### src/rtl/dma_cfg_pkg.sv
// rtl/dma_cfg_pkg.sv - register map, bit positions and state types for the DMA config ICB master
package dma_cfg_pkg;

   localparam logic [7:0] OFF_SR  = 8'h00;
   localparam logic [7:0] OFF_CTR = 8'h04;
   localparam logic [7:0] OFF_CR  = 8'h08;
   localparam logic [7:0] OFF_SRC = 8'h0C;
   localparam logic [7:0] OFF_DST = 8'h10;
   localparam logic [7:0] OFF_LEN = 8'h14;

   // CR start bit self-clears in the slave, so it is set on every CR write
   localparam int CR_START_BIT = 7;
   localparam int SR_DONE_BIT  = 1;
   localparam int SR_BUSY_BIT  = 2;

   typedef enum logic [3:0] {
      ST_IDLE,
      ST_W_CTR,
      ST_W_SRC,
      ST_W_DST,
      ST_W_LEN,
      ST_W_CR,
      ST_R_SR,
      ST_GAP,
      ST_FIN
   } state_t;

   typedef enum logic [1:0] {
      XF_IDLE,
      XF_CMD,
      XF_RSP
   } xfer_state_t;

   // 32-bit sum wraps silently
   function automatic logic [31:0] reg_addr(input logic [31:0] base, input logic [7:0] off);
      return base + {24'h0, off};
   endfunction

endpackage

### src/rtl/dma_cfg_icb_master_if.sv
// rtl/dma_cfg_icb_master_if.sv - ICB command/response bundle between the config master and the DMA slave
interface dma_cfg_icb_master_if;

   logic        cmd_valid;
   logic        cmd_ready;
   logic        cmd_read;
   logic [31:0] cmd_addr;
   logic [31:0] cmd_wdata;
   logic [3:0]  cmd_wmask;
   logic        rsp_valid;
   logic        rsp_ready;
   logic [31:0] rsp_rdata;
   logic        rsp_err;

   modport master (
      output cmd_valid, cmd_read, cmd_addr, cmd_wdata, cmd_wmask, rsp_ready,
      input  cmd_ready, rsp_valid, rsp_rdata, rsp_err
   );

   modport slave (
      input  cmd_valid, cmd_read, cmd_addr, cmd_wdata, cmd_wmask, rsp_ready,
      output cmd_ready, rsp_valid, rsp_rdata, rsp_err
   );

endinterface

### src/rtl/dma_cfg_icb_xfer.sv
// rtl/dma_cfg_icb_xfer.sv - single-outstanding ICB access engine: one request becomes CMD then RSP phase
module dma_cfg_icb_xfer (
   input  logic        clk,
   input  logic        rst,
   input  logic        req,
   input  logic        read,
   input  logic [31:0] addr,
   input  logic [31:0] wdata,
   input  logic        abort,
   output logic        ack,
   output logic [31:0] rdata,
   output logic        rsp_err,
   output logic        rsp_phase,
   dma_cfg_icb_master_if.master icb
);
   import dma_cfg_pkg::*;

   xfer_state_t xs;

   assign rsp_phase = (xs == XF_RSP);

   always_ff @(posedge clk) begin
      if (rst) begin
         xs            <= XF_IDLE;
         icb.cmd_valid <= 1'b0;
         icb.cmd_read  <= 1'b0;
         icb.cmd_addr  <= '0;
         icb.cmd_wdata <= '0;
         icb.cmd_wmask <= '0;
         icb.rsp_ready <= 1'b0;
         ack           <= 1'b0;
         rdata         <= '0;
         rsp_err       <= 1'b0;
      end else begin
         ack <= 1'b0;
         case (xs)
            XF_IDLE: begin
               if (req && !abort) begin
                  icb.cmd_valid <= 1'b1;
                  icb.cmd_read  <= read;
                  icb.cmd_addr  <= addr;
                  icb.cmd_wdata <= read ? 32'h0 : wdata;
                  icb.cmd_wmask <= read ? 4'h0 : 4'hF;
                  xs            <= XF_CMD;
               end
            end
            XF_CMD: begin
               // abort only ever comes from the poll timeout; otherwise hold until accepted
               if (abort) begin
                  icb.cmd_valid <= 1'b0;
                  xs            <= XF_IDLE;
               end else if (icb.cmd_ready) begin
                  icb.cmd_valid <= 1'b0;
                  icb.rsp_ready <= 1'b1;
                  xs            <= XF_RSP;
               end
            end
            XF_RSP: begin
               if (icb.rsp_valid) begin
                  icb.rsp_ready <= 1'b0;
                  ack           <= 1'b1;
                  rdata         <= icb.rsp_rdata;
                  rsp_err       <= icb.rsp_err;
                  xs            <= XF_IDLE;
               end
            end
            default: xs <= XF_IDLE;
         endcase
      end
   end

endmodule

### src/rtl/dma_cfg_icb_master.sv
// rtl/dma_cfg_icb_master.sv - programs the DMA config slave and polls SR; DMA_CFG_TIMEOUT_EN adds a poll budget
module dma_cfg_icb_master #(
   parameter logic [31:0] BASE_ADDR      = 32'h1000_0000,
   parameter int          POLL_GAP       = 8,
   parameter int          TIMEOUT_CYCLES = 65535
) (
   input  logic        clk,
   input  logic        rst,
   input  logic        start,
   input  logic [7:0]  desc_ctr,
   input  logic [7:0]  desc_cr,
   input  logic [31:0] desc_src,
   input  logic [31:0] desc_dst,
   input  logic [31:0] desc_len,
   output logic        busy,
   output logic        done,
   output logic        err,
   output logic [31:0] sr_last,
   dma_cfg_icb_master_if.master icb
);
   import dma_cfg_pkg::*;

   state_t      state;
   logic [7:0]  snap_ctr;
   logic [7:0]  snap_cr;
   logic [31:0] snap_src;
   logic [31:0] snap_dst;
   logic [31:0] snap_len;
   logic [15:0] gap_cnt;

   logic        req;
   logic        x_read;
   logic [7:0]  x_off;
   logic [31:0] x_addr;
   logic [31:0] x_wdata;
   logic        x_ack;
   logic [31:0] x_rdata;
   logic        x_err;
   logic        x_rsp_phase;
   logic        x_abort;
   logic        to_hit;
   logic [7:0]  cr_w;

   // access parameters follow the current state; the engine samples them when req is high
   always_comb begin
      x_off   = OFF_SR;
      x_wdata = '0;
      cr_w    = snap_cr;
      cr_w[CR_START_BIT] = 1'b1;
      case (state)
         ST_W_CTR: begin x_off = OFF_CTR; x_wdata = {24'h0, snap_ctr}; end
         ST_W_SRC: begin x_off = OFF_SRC; x_wdata = snap_src; end
         ST_W_DST: begin x_off = OFF_DST; x_wdata = snap_dst; end
         ST_W_LEN: begin x_off = OFF_LEN; x_wdata = snap_len; end
         ST_W_CR:  begin x_off = OFF_CR;  x_wdata = {24'h0, cr_w}; end
         default:  begin x_off = OFF_SR;  x_wdata = '0; end
      endcase
   end

   assign x_read  = (state == ST_R_SR);
   assign x_addr  = reg_addr(BASE_ADDR, x_off);
   assign x_abort = (state == ST_R_SR) && to_hit && !x_rsp_phase && !x_ack;

`ifdef DMA_CFG_TIMEOUT_EN
   logic [31:0] to_cnt;

   // budget covers the whole polling phase, not individual polls
   always_ff @(posedge clk) begin
      if (rst) begin
         to_cnt <= '0;
      end else if (state == ST_W_CR && x_ack && !x_err) begin
         to_cnt <= '0;
      end else if ((state == ST_R_SR || state == ST_GAP) && !to_hit) begin
         to_cnt <= to_cnt + 32'd1;
      end
   end

   assign to_hit = (to_cnt >= 32'(TIMEOUT_CYCLES));
`else
   assign to_hit = 1'b0;
`endif

   always_ff @(posedge clk) begin
      if (rst) begin
         state    <= ST_IDLE;
         busy     <= 1'b0;
         done     <= 1'b0;
         err      <= 1'b0;
         sr_last  <= '0;
         snap_ctr <= '0;
         snap_cr  <= '0;
         snap_src <= '0;
         snap_dst <= '0;
         snap_len <= '0;
         gap_cnt  <= '0;
         req      <= 1'b0;
      end else begin
         req  <= 1'b0;
         done <= 1'b0;
         case (state)
            ST_IDLE: begin
               if (start) begin
                  snap_ctr <= desc_ctr;
                  snap_cr  <= desc_cr;
                  snap_src <= desc_src;
                  snap_dst <= desc_dst;
                  snap_len <= desc_len;
                  err      <= 1'b0;
                  busy     <= 1'b1;
                  req      <= 1'b1;
                  state    <= ST_W_CTR;
               end
            end
            ST_W_CTR, ST_W_SRC, ST_W_DST, ST_W_LEN, ST_W_CR: begin
               if (x_ack) begin
                  if (x_err) begin
                     err   <= 1'b1;
                     state <= ST_FIN;
                  end else begin
                     req <= 1'b1;
                     case (state)
                        ST_W_CTR: state <= ST_W_SRC;
                        ST_W_SRC: state <= ST_W_DST;
                        ST_W_DST: state <= ST_W_LEN;
                        ST_W_LEN: state <= ST_W_CR;
                        default:  state <= ST_R_SR;
                     endcase
                  end
               end
            end
            ST_R_SR: begin
               if (x_ack) begin
                  sr_last <= x_rdata;
                  if (x_rdata[SR_DONE_BIT]) begin
                     state <= ST_FIN;
                  end else if (x_err || to_hit) begin
                     err   <= 1'b1;
                     state <= ST_FIN;
                  end else if (POLL_GAP == 0) begin
                     req <= 1'b1;
                  end else begin
                     gap_cnt <= '0;
                     state   <= ST_GAP;
                  end
               end else if (to_hit && !x_rsp_phase) begin
                  err   <= 1'b1;
                  state <= ST_FIN;
               end
            end
            ST_GAP: begin
               if (to_hit) begin
                  err   <= 1'b1;
                  state <= ST_FIN;
               end else if (gap_cnt == 16'(POLL_GAP - 1)) begin
                  req   <= 1'b1;
                  state <= ST_R_SR;
               end else begin
                  gap_cnt <= gap_cnt + 16'd1;
               end
            end
            ST_FIN: begin
               done  <= 1'b1;
               busy  <= 1'b0;
               state <= ST_IDLE;
            end
            default: state <= ST_IDLE;
         endcase
      end
   end

   dma_cfg_icb_xfer u_xfer (
      .clk       (clk),
      .rst       (rst),
      .req       (req),
      .read      (x_read),
      .addr      (x_addr),
      .wdata     (x_wdata),
      .abort     (x_abort),
      .ack       (x_ack),
      .rdata     (x_rdata),
      .rsp_err   (x_err),
      .rsp_phase (x_rsp_phase),
      .icb       (icb)
   );

endmodule
### src/flat_wrapper.sv
// flat-port wrapper written by rule: the top's interface ports become plain ports
module dma_cfg_icb_master_flat import dma_cfg_pkg::*;
#(
   parameter logic [31:0] BASE_ADDR      = 32'h1000_0000,
   parameter int          POLL_GAP       = 8,
   parameter int          TIMEOUT_CYCLES = 65535
)
  (clk, rst, start, desc_ctr, desc_cr, desc_src, desc_dst, desc_len, busy, done, err, sr_last, icb_cmd_valid, icb_cmd_read, icb_cmd_addr, icb_cmd_wdata, icb_cmd_wmask, icb_rsp_ready, icb_cmd_ready, icb_rsp_valid, icb_rsp_rdata, icb_rsp_err);
  dma_cfg_icb_master_if icb_i ();
  input  logic clk;
  input  logic rst;
  input  logic start;
  input  logic [7:0] desc_ctr;
  input  logic [7:0] desc_cr;
  input  logic [31:0] desc_src;
  input  logic [31:0] desc_dst;
  input  logic [31:0] desc_len;
  output logic busy;
  output logic done;
  output logic err;
  output logic [31:0] sr_last;
  output wire logic [$bits(icb_i.cmd_valid)-1:0] icb_cmd_valid;
  output wire logic [$bits(icb_i.cmd_read)-1:0] icb_cmd_read;
  output wire logic [$bits(icb_i.cmd_addr)-1:0] icb_cmd_addr;
  output wire logic [$bits(icb_i.cmd_wdata)-1:0] icb_cmd_wdata;
  output wire logic [$bits(icb_i.cmd_wmask)-1:0] icb_cmd_wmask;
  output wire logic [$bits(icb_i.rsp_ready)-1:0] icb_rsp_ready;
  input wire logic [$bits(icb_i.cmd_ready)-1:0] icb_cmd_ready;
  input wire logic [$bits(icb_i.rsp_valid)-1:0] icb_rsp_valid;
  input wire logic [$bits(icb_i.rsp_rdata)-1:0] icb_rsp_rdata;
  input wire logic [$bits(icb_i.rsp_err)-1:0] icb_rsp_err;
  assign icb_cmd_valid = icb_i.cmd_valid;
  assign icb_cmd_read = icb_i.cmd_read;
  assign icb_cmd_addr = icb_i.cmd_addr;
  assign icb_cmd_wdata = icb_i.cmd_wdata;
  assign icb_cmd_wmask = icb_i.cmd_wmask;
  assign icb_rsp_ready = icb_i.rsp_ready;
  assign icb_i.cmd_ready = icb_cmd_ready;
  assign icb_i.rsp_valid = icb_rsp_valid;
  assign icb_i.rsp_rdata = icb_rsp_rdata;
  assign icb_i.rsp_err = icb_rsp_err;
  dma_cfg_icb_master #(.BASE_ADDR(BASE_ADDR), .POLL_GAP(POLL_GAP), .TIMEOUT_CYCLES(TIMEOUT_CYCLES)) u_core (.clk(clk), .rst(rst), .start(start), .desc_ctr(desc_ctr), .desc_cr(desc_cr), .desc_src(desc_src), .desc_dst(desc_dst), .desc_len(desc_len), .busy(busy), .done(done), .err(err), .sr_last(sr_last), .icb(icb_i));
endmodule
### config.mk
export PLATFORM = sky130hd
export DESIGN_NAME = dma_cfg_icb_master_flat
export DESIGN_NICKNAME = d
export VERILOG_FILES = /design/src/rtl/dma_cfg_pkg.sv /design/src/rtl/dma_cfg_icb_master_if.sv /design/src/rtl/dma_cfg_icb_xfer.sv /design/src/rtl/dma_cfg_icb_master.sv /design/src/flat_wrapper.sv
export SDC_FILE = /design/constraint.sdc
export NUM_CORES = 1
export LEC_CHECK = 0
export ABC_AREA = 1
export CAP_MARGIN = 20
export CORE_ASPECT_RATIO = 1.75
export CORE_MARGIN = 4
export CORE_UTILIZATION = 40
export CTS_CLUSTER_SIZE = 12
export DETAILED_ROUTE_END_ITERATION = 7
export DONT_BUFFER_PORTS = 1
export PLACE_DENSITY_LB_ADDON = 0.2
export SYNTH_ARGS = -nofsm -noshare
export SYNTH_HDL_FRONTEND = slang
export SYNTH_HIERARCHICAL = 1
export SYNTH_SLANG_ARGS = --single-unit
### constraint.sdc
create_clock -name clk -period 1.6 [get_ports clk]
set_input_delay 0.08 -clock clk [delete_from_list [all_inputs] [get_ports clk]]
set_output_delay 0.08 -clock clk [all_outputs]
set_load 0.05 [all_outputs]
==> flow_metrics.tcl <==
set metrics [dict create \
    dp_hpwl_um 24500 \
    rr_worst_depth 9 \
    die_area_um2 31200 \
    cts_made_buffers 27 \
    yosys_warnings 6 \
    setup_viol 96 \
    status "finished, violations left" \
    timing.fmax_ghz 0.591 \
    clkTransAtPathRegs_ns 0.07 \
    synthFlopType "dfxtp_1" \
    critical_path_class "flop to flop" \
    setup_ws_ns -0.0921 \
    clock_skew_ns 0.0213 \
    first_pass_iters 5 \
    yosys.cell_types.count 37 \
    htreeDepth 1 \
    num_vias 11500 \
    switching_share 0.352 \
    fp.coreArea_um2 28000 \
    synth.avg_cell_area_um2 7.49 \
    crit_path_end_kind "flop" \
    ff2ff_setup_slack_ns -0.09 \
    route.detailed.drc 0 \
    antenna_found_initial 0 \
    total_power_uw 22300 \
    r2r_start "u_core/state[3]" \
    viasPerCell 5.27 \
    synthCells 1510 \
    grt_use_total 0.222 \
    critical-path-max-stage-delay_ns 0.33 \
    grt_pass1_vias 10700 \
    hp-class "input port to flop" \
    syn_area_um2 11300 \
    critPathLaunchType "flop" \
    tritoncts "done" \
    antenna_left 0 \
    min_to "u_core/sr_last[27]" \
    path_common_cell "nor2_1" \
    hold_buffers 116 \
    power_density_nw_per_um2 1350 \
    ys_ff_latch 271 \
    initialDrtViolationCount 605 \
    antennaDiodeCount 0 \
    finalNonFillerCells 2191 \
    grt_setup_unrepaired "yes" \
    p_switching_uw 7850 \
    design_area_um2 16500 \
    io_buffers 0 \
    tightest_slew_ns 0.609 \
    hold_path_depth 1 \
    slew_viol_final 0 \
    drive_above_1_share 0.252 \
    seq_area_frac_synth 0.479 \
    slowest_stage "dfxtp_2" \
    clock_latency_ns 0.55 \
    chipHeight_um 231 \
    start_util 0.405 \
    grt_pass1_wl_um 56100 \
    peakVddDrop_mv 1.14 \
    leakage_uw 0.00634 \
    crit_required_ns 2.07 \
    grt_start_max_net_pins 156 \
    place_area_um2 13000 \
    failed_checks "negative hold slack, negative setup slack" \
    detail_route.wl_per_cell_um 18.9 \
    combPwrFrac 0.360 \
    async_reset_ff_frac 0 \
    r2r_end "u_core/u_xfer/icb.cmd_wdata[11]" \
    hold_viol 152 \
    worstPathCellList "nor2_1 -> nand2_2 -> buf_12 -> buf_4 -> o221ai_1 -> inv_1 -> nor2_1 -> nand3_1 -> a21oi_1" \
    holdCritStartpoint "rst" \
    synth_edf_count 0 \
    numClockSinks 271 \
    fin_setup_tns_ns -2.65 \
    final_nets 1960 \
    cpLargestDelayFamily "simple AND/OR/NAND/NOR gates" \
    cp_data_arrival_time_ns 2.16 \
    die_w_um 135 \
    syn_to_final_growth_pct 46.2 \
    fillers 2461 \
    dp_cells 1995 \
    ios 256 \
    fp-row-count 81 \
    crit_fanout 5 \
    clkPwrFrac 0.262 \
    gr-total-overflow 0 \
    seq_power_share 0.378 \
    wl_um 41300 \
    internal-power_uw 14500 \
    clk_path_buf_depth 3 \
    max-slew-margin-rel 0.593 \
    clockRootBuffer "clkbuf_16" \
    period_needed_ns 1.69 \
    hold_slack_ns -0.405 \
    place.gp.congestion 0.900 \
    cap_viol_max_count 0 \
    fin_crit_sh 1.06 \
    cp.buffers_inverters 3 \
]
-- area by class of cell --
cell class / instances / area, um^2 / area share
clock buffers: 36 / 759 / 0.0459
multi-input cells: 1013 / 5590 / 0.338
well taps: 373 / 467 / 0.0282
inverters: 145 / 583 / 0.0352
flip-flops and latches: 271 / 5440 / 0.329
clock inverters: 2 / 13.8 / 0.000832
repair inverters: 3 / 38.8 / 0.00234
repair buffers: 348 / 3650 / 0.221
-- layer usage --
| metal | routed length (um) | global-route usage | share of wire |
|---|---|---|---|
| met5 | 0 | 0 | 0 |
| met4 | 2170 | 0.103 | 0.053 |
| met3 | 2180 | 0.0377 | 0.053 |
| met2 | 22000 | 0.402 | 0.53 |
| met1 | 15000 | 0.249 | 0.36 |
-- through the flow --
stage | worst slack, ns | util
floorplan | 0.0106 | -
global placement | -0.103 | 0.463
CTS | -0.0138 | 0.540
detailed placement | -0.145 | 0.463
finish | -0.0921 | 0.591
global route | -0.221 | 0.591
-- cell usage after synthesis (2+ instances only) --
cell	count	area, um^2
a21oi_1	238	1190
a31oi_1	2	12.5
buf_1	7	26.3
buf_2	32	160
buf_4	24	180
buf_6	11	124
clkbuf_1	37	139
conb_1	2	7.51
dfxtp_1	271	5430
inv_1	137	514
inv_2	7	26.3
nand2_1	227	852
nand2_2	7	43.8
nand2_4	3	33.8
nand3_1	159	796
nand4_1	10	62.6
nor2_1	147	552
nor2_2	9	56.3
nor2_4	2	22.5
nor3_1	6	30.0
o21ai_0	111	556
o21ai_1	12	60.1
o221ai_1	31	272
o22ai_1	5	31.3
-- registers in the layout (all words and copies together), names as in the netlist, 16 cells and up --
| signal | cells |
|---|---|
| u_core/snap_len | 32 |
| u_core/gap_cnt | 16 |
| u_core/u_xfer/rdata | 32 |
| u_core/u_xfer/icb.cmd_addr | 32 |
| u_core/snap_src | 32 |
| u_core/u_xfer/icb.cmd_wdata | 32 |
| u_core/sr_last | 32 |
| u_core/snap_dst | 32 |
-- kinds of logic (layout without fill, tap and decap cells) --
logic type	count (synthesis)	after routing	share of synthesized area
AO/OA/AOI/OAI	401	401	0.189
adder cells (fa/ha/maj)	1	1	0.00111
other	2	32	0.000664
buffers and inverters	258	534	0.106
AND/OR/NAND/NOR	577	579	0.224
flip-flops	271	271	0.479
-- power by group through the flow --
stage | clock [uW] | sequential [uW] | combinational (uW)
floorplan | 0 | 8740 | 3270
global placement | 0 | 8460 | 5070
detailed placement | 0 | 8480 | 5120
CTS | 6000 | 8350 | 5740
global route | 6190 | 8520 | 8530
finish | 5850 | 8440 | 8040
-- cells in the final DEF (no fill, tap or decap), drive strengths merged --
master and n:
a21oi 238, a31oi 2, buf 216, clkbuf 52, clkinv 2, conb 32
dfxtp 271, dlygate4sd3 116, ha 1, inv 148, nand2 239, nand3 161
nand3b 2, nand4 10, nor2 159, nor3 7, o2111ai 1, o21ai 123
o21bai 1, o221ai 31, o22ai 5, or2 1
-- how the worst max path moves through the flow --
stage,start,end,cells past startpoint
2_1_floorplan,u_core/state[3],u_core/u_xfer/icb.cmd_wmask[2],10
3_3_place_gp,u_core/state[3],u_core/u_xfer/icb.cmd_wdata[0],11
3_5_place_dp,u_core/state[3],u_core/snap_dst[29],10
4_1_cts,u_core/gap_cnt[8],u_core/state[2],9
5_1_grt,u_core/state[3],u_core/u_xfer/icb.cmd_wdata[28],9
6_report,u_core/state[3],u_core/u_xfer/icb.cmd_wdata[11],9
-- worst register-to-register path, cell delays in order, from the launching register on --
cell	delay, ns
dfxtp_2	0.33
nor2_1	0.21
nand2_2	0.14
buf_12	0.17
buf_4	0.15
o221ai_1	0.21
inv_1	0.10
nor2_1	0.09
nand3_1	0.08
a21oi_1	0.14
-- timing repair --
item	4_1_cts	5_1_grt
hold endpoints to repair	266	152
setup endpoints to repair	125	170
cloned	2	23
pin swaps	10	43
resized for setup	36	279
buffers inserted	4	13
Note: power is estimated with default switching activity, not from simulation.
